===== src/rtl/ddr3_video_pkg.sv =====
// ============================================================================
// Module      : ddr3_video_pkg
// Description : Shared word/pixel geometry, state encoding and slot-to-RGB
//               extraction for the DDR3 frame-read video path.
// Revision    : 1.0 - initial release
// ============================================================================
`default_nettype none

package ddr3_video_pkg;

    localparam int PIXELS_PER_WORD = 4;
    localparam int WORD_W          = 128;
    localparam int PIXEL_W         = 32;
    localparam int RGB_W           = 24;

    typedef enum logic [1:0] {
        ST_IDLE = 2'd0,
        ST_RUN  = 2'd1,
        ST_DONE = 2'd2
    } unpack_state_t;

    // The low byte of each 32-bit slot is padding; RGB lives in bits [31:8].
    function automatic logic [RGB_W-1:0] slot_rgb(input logic [WORD_W-1:0] word,
                                                  input logic [1:0]        slot);
        return word[PIXEL_W*int'(slot) + 8 +: RGB_W];
    endfunction

endpackage

`default_nettype wire


===== src/rtl/ddr3_pixel_unpack_word_buffer.sv =====
// ============================================================================
// Module      : unpack_word_buffer
// Description : Two-entry (current/next) prefetch buffer in front of a
//               non-show-ahead FIFO; keeps at most two words held or in flight.
// Revision    : 1.0 - initial release
// ============================================================================
`default_nettype none

module unpack_word_buffer
    import ddr3_video_pkg::*;
(
    input  logic              clk,
    input  logic              reset,
    input  logic              fifo_empty_i,
    output logic              fifo_rd_o,
    input  logic [WORD_W-1:0] fifo_rd_data_i,
    input  logic              retire_i,
    output logic              cur_valid_o,
    output logic [WORD_W-1:0] cur_word_o
);

    logic [WORD_W-1:0] word_q [2];
    logic [WORD_W-1:0] word_d [2];
    logic [1:0]        occ_q;
    logic [1:0]        occ_d;
    logic [1:0]        occ_ret;
    logic              pend_q;
    logic              rd;

    // Retire is not credited here, so a freed slot is refilled one cycle later;
    // the four-cycle slot period leaves ample time for that.
    assign rd = !reset && !fifo_empty_i && ((occ_q + {1'b0, pend_q}) < 2'd2);

    always_comb begin
        word_d[0] = word_q[0];
        word_d[1] = word_q[1];
        occ_ret   = occ_q;
        if (retire_i && (occ_q != 2'd0)) begin
            word_d[0] = word_q[1];
            occ_ret   = occ_q - 2'd1;
        end
        occ_d = occ_ret;
        if (pend_q) begin
            word_d[occ_ret[0]] = fifo_rd_data_i;
            occ_d              = occ_ret + 2'd1;
        end
    end

    always_ff @(posedge clk) begin
        if (reset) begin
            occ_q  <= 2'd0;
            pend_q <= 1'b0;
        end else begin
            occ_q  <= occ_d;
            pend_q <= rd;
        end
    end

    always_ff @(posedge clk) begin
        word_q[0] <= word_d[0];
        word_q[1] <= word_d[1];
    end

    assign fifo_rd_o   = rd;
    assign cur_valid_o = (occ_q != 2'd0);
    assign cur_word_o  = word_q[0];

endmodule

`default_nettype wire


===== src/rtl/ddr3_pixel_unpack.sv =====
// ============================================================================
// Module      : ddr3_pixel_unpack
// Description : Serialises 128-bit FIFO words into RGB888 pixels on VGA demand,
//               with frame framing, completion and underflow reporting.
//               Optional macro PIX_UNDERFLOW_STATS_EN builds the underflow counter.
// Revision    : 1.0 - initial release
// ============================================================================
`default_nettype none

module ddr3_pixel_unpack
    import ddr3_video_pkg::*;
#(
    parameter int          IMAGE_WIDTH   = 1280,
    parameter int          IMAGE_HEIGHT  = 1024,
    parameter logic [23:0] UNDERFLOW_RGB = 24'hFF00FF
) (
    input  logic         clk,
    input  logic         reset,
    input  logic         frame_start,
    input  logic         pix_req,
    input  logic         fifo_empty,
    output logic         fifo_rd,
    input  logic [127:0] fifo_rd_data,
    output logic [23:0]  pix_data,
    output logic         pix_valid,
    output logic         frame_done,
    output logic         frame_error,
    output logic         underflow,
    output logic [15:0]  underflow_count
);

    localparam int TOTAL = IMAGE_WIDTH * IMAGE_HEIGHT;
    localparam int CNT_W = (TOTAL > 1) ? $clog2(TOTAL) : 1;
    localparam logic [CNT_W-1:0] LAST_PIX  = CNT_W'(TOTAL - 1);
    localparam logic [1:0]       LAST_SLOT = 2'(PIXELS_PER_WORD - 1);

    unpack_state_t      state_q;
    logic [CNT_W-1:0]   cnt_q;
    logic [1:0]         slot_q;
    logic [RGB_W-1:0]   pix_data_q;
    logic               pix_valid_q;
    logic               frame_done_q;
    logic               frame_error_q;
    logic               underflow_q;

    logic               cur_valid;
    logic [WORD_W-1:0]  cur_word;
    logic               serve;
    logic               retire;
    logic [CNT_W-1:0]   pix_idx;

    // A frame_start coinciding with a request makes that request pixel 0.
    assign serve   = pix_req && ((state_q == ST_RUN) || frame_start);
    assign pix_idx = frame_start ? '0 : cnt_q;
    assign retire  = serve && cur_valid && (slot_q == LAST_SLOT);

    unpack_word_buffer u_buf (
        .clk            (clk),
        .reset          (reset),
        .fifo_empty_i   (fifo_empty),
        .fifo_rd_o      (fifo_rd),
        .fifo_rd_data_i (fifo_rd_data),
        .retire_i       (retire),
        .cur_valid_o    (cur_valid),
        .cur_word_o     (cur_word)
    );

    always_ff @(posedge clk) begin
        if (reset) begin
            state_q       <= ST_IDLE;
            cnt_q         <= '0;
            slot_q        <= 2'd0;
            pix_data_q    <= '0;
            pix_valid_q   <= 1'b0;
            frame_done_q  <= 1'b0;
            frame_error_q <= 1'b0;
            underflow_q   <= 1'b0;
        end else begin
            pix_data_q    <= '0;
            pix_valid_q   <= 1'b0;
            frame_done_q  <= 1'b0;
            frame_error_q <= 1'b0;
            underflow_q   <= 1'b0;

            if (frame_start) begin
                cnt_q   <= '0;
                state_q <= ST_RUN;
                if (state_q == ST_RUN) begin
                    frame_error_q <= 1'b1;
                end
            end

            if (serve) begin
                if (cur_valid) begin
                    pix_valid_q <= 1'b1;
                    pix_data_q  <= slot_rgb(cur_word, slot_q);
                    slot_q      <= slot_q + 2'd1;
                end else begin
                    // Nothing consumed: the image slips by one pixel.
                    pix_data_q  <= UNDERFLOW_RGB;
                    underflow_q <= 1'b1;
                end
                if (pix_idx == LAST_PIX) begin
                    frame_done_q <= 1'b1;
                    state_q      <= ST_DONE;
                    cnt_q        <= '0;
                end else begin
                    cnt_q <= pix_idx + CNT_W'(1);
                end
            end
        end
    end

`ifdef PIX_UNDERFLOW_STATS_EN
    logic [15:0] uf_cnt_q;

    always_ff @(posedge clk) begin
        if (reset) begin
            uf_cnt_q <= 16'h0000;
        end else if (serve && !cur_valid && (uf_cnt_q != 16'hFFFF)) begin
            uf_cnt_q <= uf_cnt_q + 16'h0001;
        end
    end

    assign underflow_count = uf_cnt_q;
`else
    assign underflow_count = 16'h0000;
`endif

    assign pix_data    = pix_data_q;
    assign pix_valid   = pix_valid_q;
    assign frame_done  = frame_done_q;
    assign frame_error = frame_error_q;
    assign underflow   = underflow_q;

endmodule

`default_nettype wire


===== config.mk =====
export PLATFORM = sky130hd
export DESIGN_NAME = ddr3_pixel_unpack
export DESIGN_NICKNAME = d
export VERILOG_FILES = /design/src/rtl/ddr3_video_pkg.sv /design/src/rtl/ddr3_pixel_unpack_word_buffer.sv /design/src/rtl/ddr3_pixel_unpack.sv
export SDC_FILE = /design/constraint.sdc
export NUM_CORES = 1
export LEC_CHECK = 0
export BUFFER_PORTS_ARGS = -buffer_cell sky130_fd_sc_hd__clkbuf_2
export CAP_MARGIN = 30
export CELL_PAD_IN_SITES_DETAIL_PLACEMENT = 1
export CELL_PAD_IN_SITES_GLOBAL_PLACEMENT = 1
export CORE_ASPECT_RATIO = 0.9
export CORE_MARGIN = 3
export CORE_UTILIZATION = 46
export CTS_CLUSTER_DIAMETER = 30
export DETAILED_ROUTE_END_ITERATION = 12
export GPL_TIMING_DRIVEN = 1
export MAX_ROUTING_LAYER = met4
export PLACE_DENSITY_LB_ADDON = 0.1
export SLEW_MARGIN = 25
export SYNTH_ARGS = -nofsm -noshare
export SYNTH_HDL_FRONTEND = slang
export SYNTH_SLANG_ARGS = --single-unit

===== constraint.sdc =====
create_clock -name clk -period 5 [get_ports clk]
set_input_delay 0.75 -clock clk [delete_from_list [all_inputs] [get_ports clk]]
set_output_delay 0.75 -clock clk [all_outputs]
set_load 0.05 [all_outputs]

==> metrics.md, run 1 <==
| Metric | Value |
|---|---|
| Largest net degree at the start of global routing | 62 |
| Port Buffers | 129 |
| Tot Pwr | 0.00648 W |
| DR vias | 6130 |
| DR vias/cell | 5.10 |
| Period utilization | 63.7% |
| Clock Sinks | 248 |
| Share of the synthesized area in the top cell type | 29.7% |
| Remaining DRCs | 0 |
| Synth Area in Compound Gates | 1.04% |
| Area Growth Syn to Fin | 25.3% |
| Mux contribution to synthesized area | 28.0% |
| Tmin final | 3.19 ns |
| Leakage | 5.18 nW |
| Max FO, Critical Path | 61 |
| DP Wirelength | 14400 um |
| Critical path class | reg2reg |
| Post_cts resized | 0 |
| Adder-Cell Fraction of Synth Area | 0.488% |
| Critical Path AT | 3.60 ns |
| Root Driver | clkbuf_16 |
| Worst Skew | 0.0308 ns |
| Synth area leaders | dfxtp_1, edfxtp_1, mux2_2 |
| Num ports | 178 |
| Synth async-reset ratio | 0% |
| First-pass GRT wire length | 36100 um |
| Tightest Pin Transition | 0.937 ns |
| CP Capture Type | flop |
| Fmax | 314 MHz |
| DRT antenna net count | 0 |
| Nets | 1006 |
| Simple-gate portion of the synthesized area | 7.62% |
| Worst Hold Depth | 1 |
| Avg Inst Size Synth | 14.3 sq um |
| Util after Layout | 59.0% |
| Register bit count reported by yosys | 248 |
| R2R setup slack | 1.81 ns |
| Max_slew headroom | 37.4% |
| Largest family of logic cells by synthesized area | multiplexers |
| Post-CTS Setup Bufs | 0 |
| Wire length per cell | 19.0 um |
| Clk Latency, worst-skew pair | 0.55 ns |
| DRT Wirelength | 22800 um |
| Setup crit start kind | flop |
| Clock Path Buffers | 3 |
| Core Rows | 51 |
| Worst Path Required | 5.41 ns |
| Final weighted congestion in routability-driven placement | 0.760 |
| Outcome | finished, final reports clean |
| Syn Inst Count | 715 |
| Global route overflow | 0 |
| Synth Flop Type | dfxtp_1 |
| Max-slew violation count | 0 |
| DIE AREA | 24100 sq um |
| Dpl cell area | 11100 sq um |
| RSZ-0062 raised after global routing | false |
| List of most frequent post-synthesis cells | mux2_2, dfxtp_1, edfxtp_1, nor2_1, mux2_4 |
| Most common cell in the netlist | mux2_2 |
| Max IR drop VDD | 0.335 mV |
| Design area | 12800 sq um |
| Num CTS Buffers | 47 |
| Max cap viols | 0 |
| Synth area leader | dfxtp_1 |
| Die Span X | 163 um |
| Initial antenna violation count | 4 |
| Number of synthesized flops with an enable pin | 96 |
| Iter 0 DRT Violations | 311 |
| Gr usage total | 19.5% |
| XOR/XNOR Fraction of Synth Area | 1.62% |
| Initial Util | 47.1% |
| CTS tree | yes |
| Ys Warns | 0 |
| H-Tree Depth | 2 |
| Area of the core | 21800 sq um |
| Power Density | 505 nW/um^2 |
| Final Hold Fails | 0 |
| Post-CTS Hold Buffers | 0 |
| First-pass DRT Iterations | 5 |
| Layout cell share with drive strength beyond 1 | 49.2% |
| Hold Crit Class | in2reg |
| Setup TNS Final | 0 ns |
| Worst-path clk slew | 0.05 ns |
| Synthesized area | 10200 sq um |
| Setup Viol. Count Final | 0 |
| Number of global-route vias before repair | 6858 |
| Worst reg-to-reg path cell count | 8 |
| Seq/Total Area, Yosys | 57.8% |
| Die H | 148 um |
| Post-synthesis cell type count | 48 |
==> report_power, final <==
part           internal (W)  switching (W)
Sequential          0.00233       0.000103
Clock               0.00228        0.00104
Combinational      0.000446       0.000291
Total               0.00505        0.00143
==> final cells by class <==
cell class / instances / area [sq um]
tap: 291 / 364
inverter: 7 / 26.3
antenna: 4 / 10.0
clock inverter: 30 / 413
sequential: 248 / 5930
clock buffer: 57 / 1270
fill: 2124 / 8930
timing repair buffer: 140 / 753
multi-input combinational: 425 / 4060
==> worst paths after layout <==
path | start | to
worst max-delay path | u_buf.occ_q[0] | u_buf.word_q[0][10]
worst min-delay path | fifo_rd_data[121] | flop
worst max register to register | u_buf.occ_q[0] | u_buf.word_q[0][10]
worst min register to register | state_q[0] | state_q[0]
==> worst max-delay path, stage by stage, from the launching register on <==
cell and delay, ns:
dfxtp_1 0.36, inv_1 0.08, ha_1 0.17, inv_1 0.25, o2111ai_4 0.20, buf_4 0.51
buf_4 0.76, mux2_2 0.42, mux2_2 0.27
==> logic make-up (layout without fill, tap and decap cells) <==
family,count (synthesis),in the layout
fa+ha+maj,4,4
flops,248,248
simple gates,152,152
other cells,1,20
mux,218,218
buf+inv,57,234
compound gates,16,16
xor+xnor,19,19
==> per-layer routing <==
layer / global-route usage [%] / wire length (um) / share of wire, % / vias to the layer above
met4: 5.62 / 315 / 1.4 / 0
met1: 22.8 / 9510 / 42 / 3024
met3: 4.99 / 1500 / 6.6 / 33
met5: - / 0 / 0 / -
li1: - / - / - / 2907
met2: 33.3 / 11500 / 50 / 166
==> layout by cell type (no fill, tap or decap), types with 12 or more instances in the layout <==
| cell type | netlist | routed |
|---|---|---|
| mux2_2 | 153 | 153 |
| dfxtp_1 | 152 | 150 |
| clkbuf_2 | 0 | 129 |
| edfxtp_1 | 96 | 96 |
| nor2_1 | 62 | 62 |
| clkbuf_16 | 0 | 48 |
| mux2_4 | 40 | 40 |
| mux4_2 | 24 | 24 |
| nand2_1 | 19 | 19 |
| xnor2_1 | 16 | 16 |
| conb_1 | 1 | 16 |
| nor2b_1 | 12 | 12 |
==> metrics by stage <==
stage / cells / hold WS, ns / setup slack (ns)
global placement: 1111 / 0.479 / 1.56
finish: 1202 / 0.396 / 1.81
detailed placement: 1111 / 0.487 / 1.50
CTS: 1198 / 0.383 / 1.79
global route: 1202 / 0.377 / 1.66
floorplan: 730 / 0.457 / 1.11
(Power assumes the default switching activity.)
==> run 2, diff against run 1 <==
--- a/config.mk
+++ b/config.mk
@@ -5,13 +5,14 @@
 export SDC_FILE = /design/constraint.sdc
 export NUM_CORES = 1
 export LEC_CHECK = 0
+export ABC_AREA = 1
 export BUFFER_PORTS_ARGS = -buffer_cell sky130_fd_sc_hd__clkbuf_2
 export CAP_MARGIN = 30
 export CELL_PAD_IN_SITES_DETAIL_PLACEMENT = 1
 export CELL_PAD_IN_SITES_GLOBAL_PLACEMENT = 1
 export CORE_ASPECT_RATIO = 0.9
 export CORE_MARGIN = 3
-export CORE_UTILIZATION = 46
+export CORE_UTILIZATION = 42
 export CTS_CLUSTER_DIAMETER = 30
 export DETAILED_ROUTE_END_ITERATION = 12
 export GPL_TIMING_DRIVEN = 1
==> constraint.sdc (replaced) <==
create_clock -name clk -period 3.01 [get_ports clk]
set_input_delay 0.4515 -clock clk [delete_from_list [all_inputs] [get_ports clk]]
set_output_delay 0.4515 -clock clk [all_outputs]
set_load 0.05 [all_outputs]
==> run 2 against run 1 <==
Against the previous run: register-to-register slack worse by 1.0 ns; critical path depth rose by 1; fmax rose by 42%; largest cell class unchanged; highest routed layer unchanged.
==> metrics.md, run 2 <==
| Metric | Value |
|---|---|
| Outcome | finished, final reports clean |
| Num ports | 178 |
| Critical path class | reg2reg |
| Clock Sinks | 248 |
| Number of global-route vias before repair | 8816 |
| Synth area leaders | dfxtp_1, edfxtp_1, nand2_1 |
| Initial antenna violation count | 0 |
| Share of the synthesized area in the top cell type | 29.0% |
| Setup TNS Final | 0 ns |
| Area Growth Syn to Fin | 25.6% |
| List of most frequent post-synthesis cells | nand2_1, inv_1, dfxtp_1, o21ai_1, edfxtp_1 |
| Ant. Diodes | 0 |
| Remaining DRCs | 0 |
| Most frequent cells in the layout | nand2_1, inv_1, dfxtp_1 |
| Clk Latency, worst-skew pair | 0.53 ns |
| DR vias | 8609 |
| Syn Inst Count | 1278 |
| H-Tree Depth | 2 |
| Root Driver | clkbuf_16 |
| Reg2Reg Launch Point | u_buf.occ_q[0] |
| Ys Warns | 0 |
| Largest net degree at the start of global routing | 146 |
| Leakage | 6.06 nW |
| Largest family of logic cells by synthesized area | simple AND/OR/NAND/NOR gates |
| Core Rows | 54 |
| Synth Area in Compound Gates | 12.3% |
| Setup crit start kind | flop |
| Max FO, Critical Path | 47 |
| Synth async-reset ratio | 0% |
| Post-CTS Setup Bufs | 0 |
| Place WS | 0.640 ns |
| Area of the core | 24400 sq um |
| Clock Path Buffers | 3 |
| Max_slew headroom | 54.6% |
| Critical Path AT | 2.44 ns |
| Gr usage total | 22.4% |
| R2R setup slack | 0.77 ns |
| DRT Wirelength | 29600 um |
| DR vias/cell | 4.80 |
| Worst-path clk slew | 0.05 ns |
| Worst setup margin | 0.770 ns |
| Die Span X | 173 um |
| Nets | 1553 |
| Synth area leader | dfxtp_1 |
| Max-slew violation count | 0 |
| Post-CTS Hold Buffers | 0 |
| Hold Crit Class | in2reg |
| Post_cts resized | 0 |
| Period utilization | 74.4% |
| Iter 0 DRT Violations | 514 |
| Initial Util | 43.0% |
| XOR/XNOR Fraction of Synth Area | 0.836% |
| CTS tree | yes |
| Filler cells | 2924 |
| Tightest Pin Transition | 0.681 ns |
| Wire length per cell | 16.5 um |
| Source of the critical timing path | u_buf.occ_q[0] |
| CP Capture Type | flop |
| Most common cell in the netlist | nand2_1 |
| FF/Latch Area | 5930 sq um |
| Max IR drop VDD | 0.573 mV |
| Num CTS Buffers | 52 |
| Avg Inst Size Synth | 8.20 sq um |
| Worst Path Required | 3.21 ns |
| Tmin final | 2.24 ns |
| Port Buffers | 129 |
| Synthesized area | 10500 sq um |
| Adder-Cell Fraction of Synth Area | 0.478% |
| Setup Viol. Count Final | 0 |
| Worst reg-to-reg path cell count | 9 |
| Register bit count reported by yosys | 248 |
| RSZ-0062 raised after global routing | false |
| Die H | 156 um |
| DP Wirelength | 19000 um |
| Worst hold margin | 0.112 ns |
| Final Hold Fails | 0 |
| Power Density | 822 nW/um^2 |
| Mux contribution to synthesized area | 0% |
| Number of synthesized flops with an enable pin | 96 |
| Simple-gate portion of the synthesized area | 18.2% |
| Final weighted congestion in routability-driven placement | 0.778 |
| Global route overflow | 0 |
| DIE AREA | 26900 sq um |
| Commonest non-fill, non-tap cell in the layout | nand2_1 |
| Fmax | 446 MHz |
| Post-synthesis cell type count | 29 |
| First-pass GRT wire length | 46900 um |
| Worst Skew | 0.0218 ns |
| DRT antenna net count | 0 |
| Layout cell share with drive strength beyond 1 | 16.4% |
| Seq/Total Area, Yosys | 56.5% |
| Area of the multi-input gates | 3410 sq um |
| First-pass DRT Iterations | 6 |
| Max cap viols | 0 |
| Synth Flop Type | dfxtp_1 |
==> run 2: cell types whose count changed after synthesis, moves of 13 or more <==
cell	delta
xnor2_1	-13
inv_1	+190
a21oi_1	+54
mux4_2	-24
mux2_2	-153
o21ai_0	+84
o21ai_1	+98
nand3_1	+28
buf_2	+15
nand2_1	+355
mux2_4	-40
==> run 2: area by class of cell <==
| type | instances | share of cell area, % |
|---|---|---|
| multi-input combinational | 763 | 25.9 |
| clock inverter | 16 | 1.79 |
| sequential | 248 | 45.0 |
| tap | 336 | 3.19 |
| inverter | 200 | 5.72 |
| clock buffer | 78 | 11.7 |
| timing repair buffer | 151 | 6.64 |
==> run 2: per-layer routing <==
layer  global-route usage (%)  routed length [um]  up-vias
met1                     29.9               14100     4090
met3                     3.84                1230       43
met4                     4.86                 367        0
li1                         -                   -     4309
met5                        -                   0        -
met2                     36.1               13900      167
==> run 2: worst min-delay path by stage <==
stage	startpoint	to	slack, ns	cells past startpoint
global placement	state_q[1]	frame_error	0.42	1
finish	fifo_rd_data[30]	flop	0.11	1
detailed placement	state_q[1]	frame_error	0.42	1
global route	fifo_rd_data[110]	flop	0.1	1
floorplan	state_q[1]	frame_error	0.40	1
CTS	fifo_rd_data[17]	flop	0.1	1
==> run 2: cells by family after synthesis <==
family | after synthesis
AOI/OAI and AO/OA | 253
xor gates and xnor gates | 10
adders and majority gates | 4
buffers and inverters | 282
DFF | 248
other | 1
and+or+nand+nor | 480
==> run 2: worst max-delay path, stage by stage, from the launching register on <==
cell and delay [ns]:
dfxtp_1 0.40, inv_1 0.11, ha_1 0.21, inv_1 0.08
nand3_2 0.15, inv_4 0.10, nand2_1 0.10, nand2_1 0.13
ha_4 0.26, buf_12 0.30
==> run 2: report_power, final <==
group	switching, W	internal [W]
sequential	0.000140	0.00383
clock	0.00170	0.00399
combinational	0.000762	0.000398
==> run 2: through the flow <==
stage               total power, W  cell area, sq um  util, %  std cells
finish                      0.0108             13200     53.9       1792
global route                0.0113             13200     53.9       1792
CTS                         0.0109             13200     53.9       1792
detailed placement         0.00517             11400     46.7       1698
global placement           0.00511             11400     46.7       1698
floorplan                  0.00479             10500        -       1293
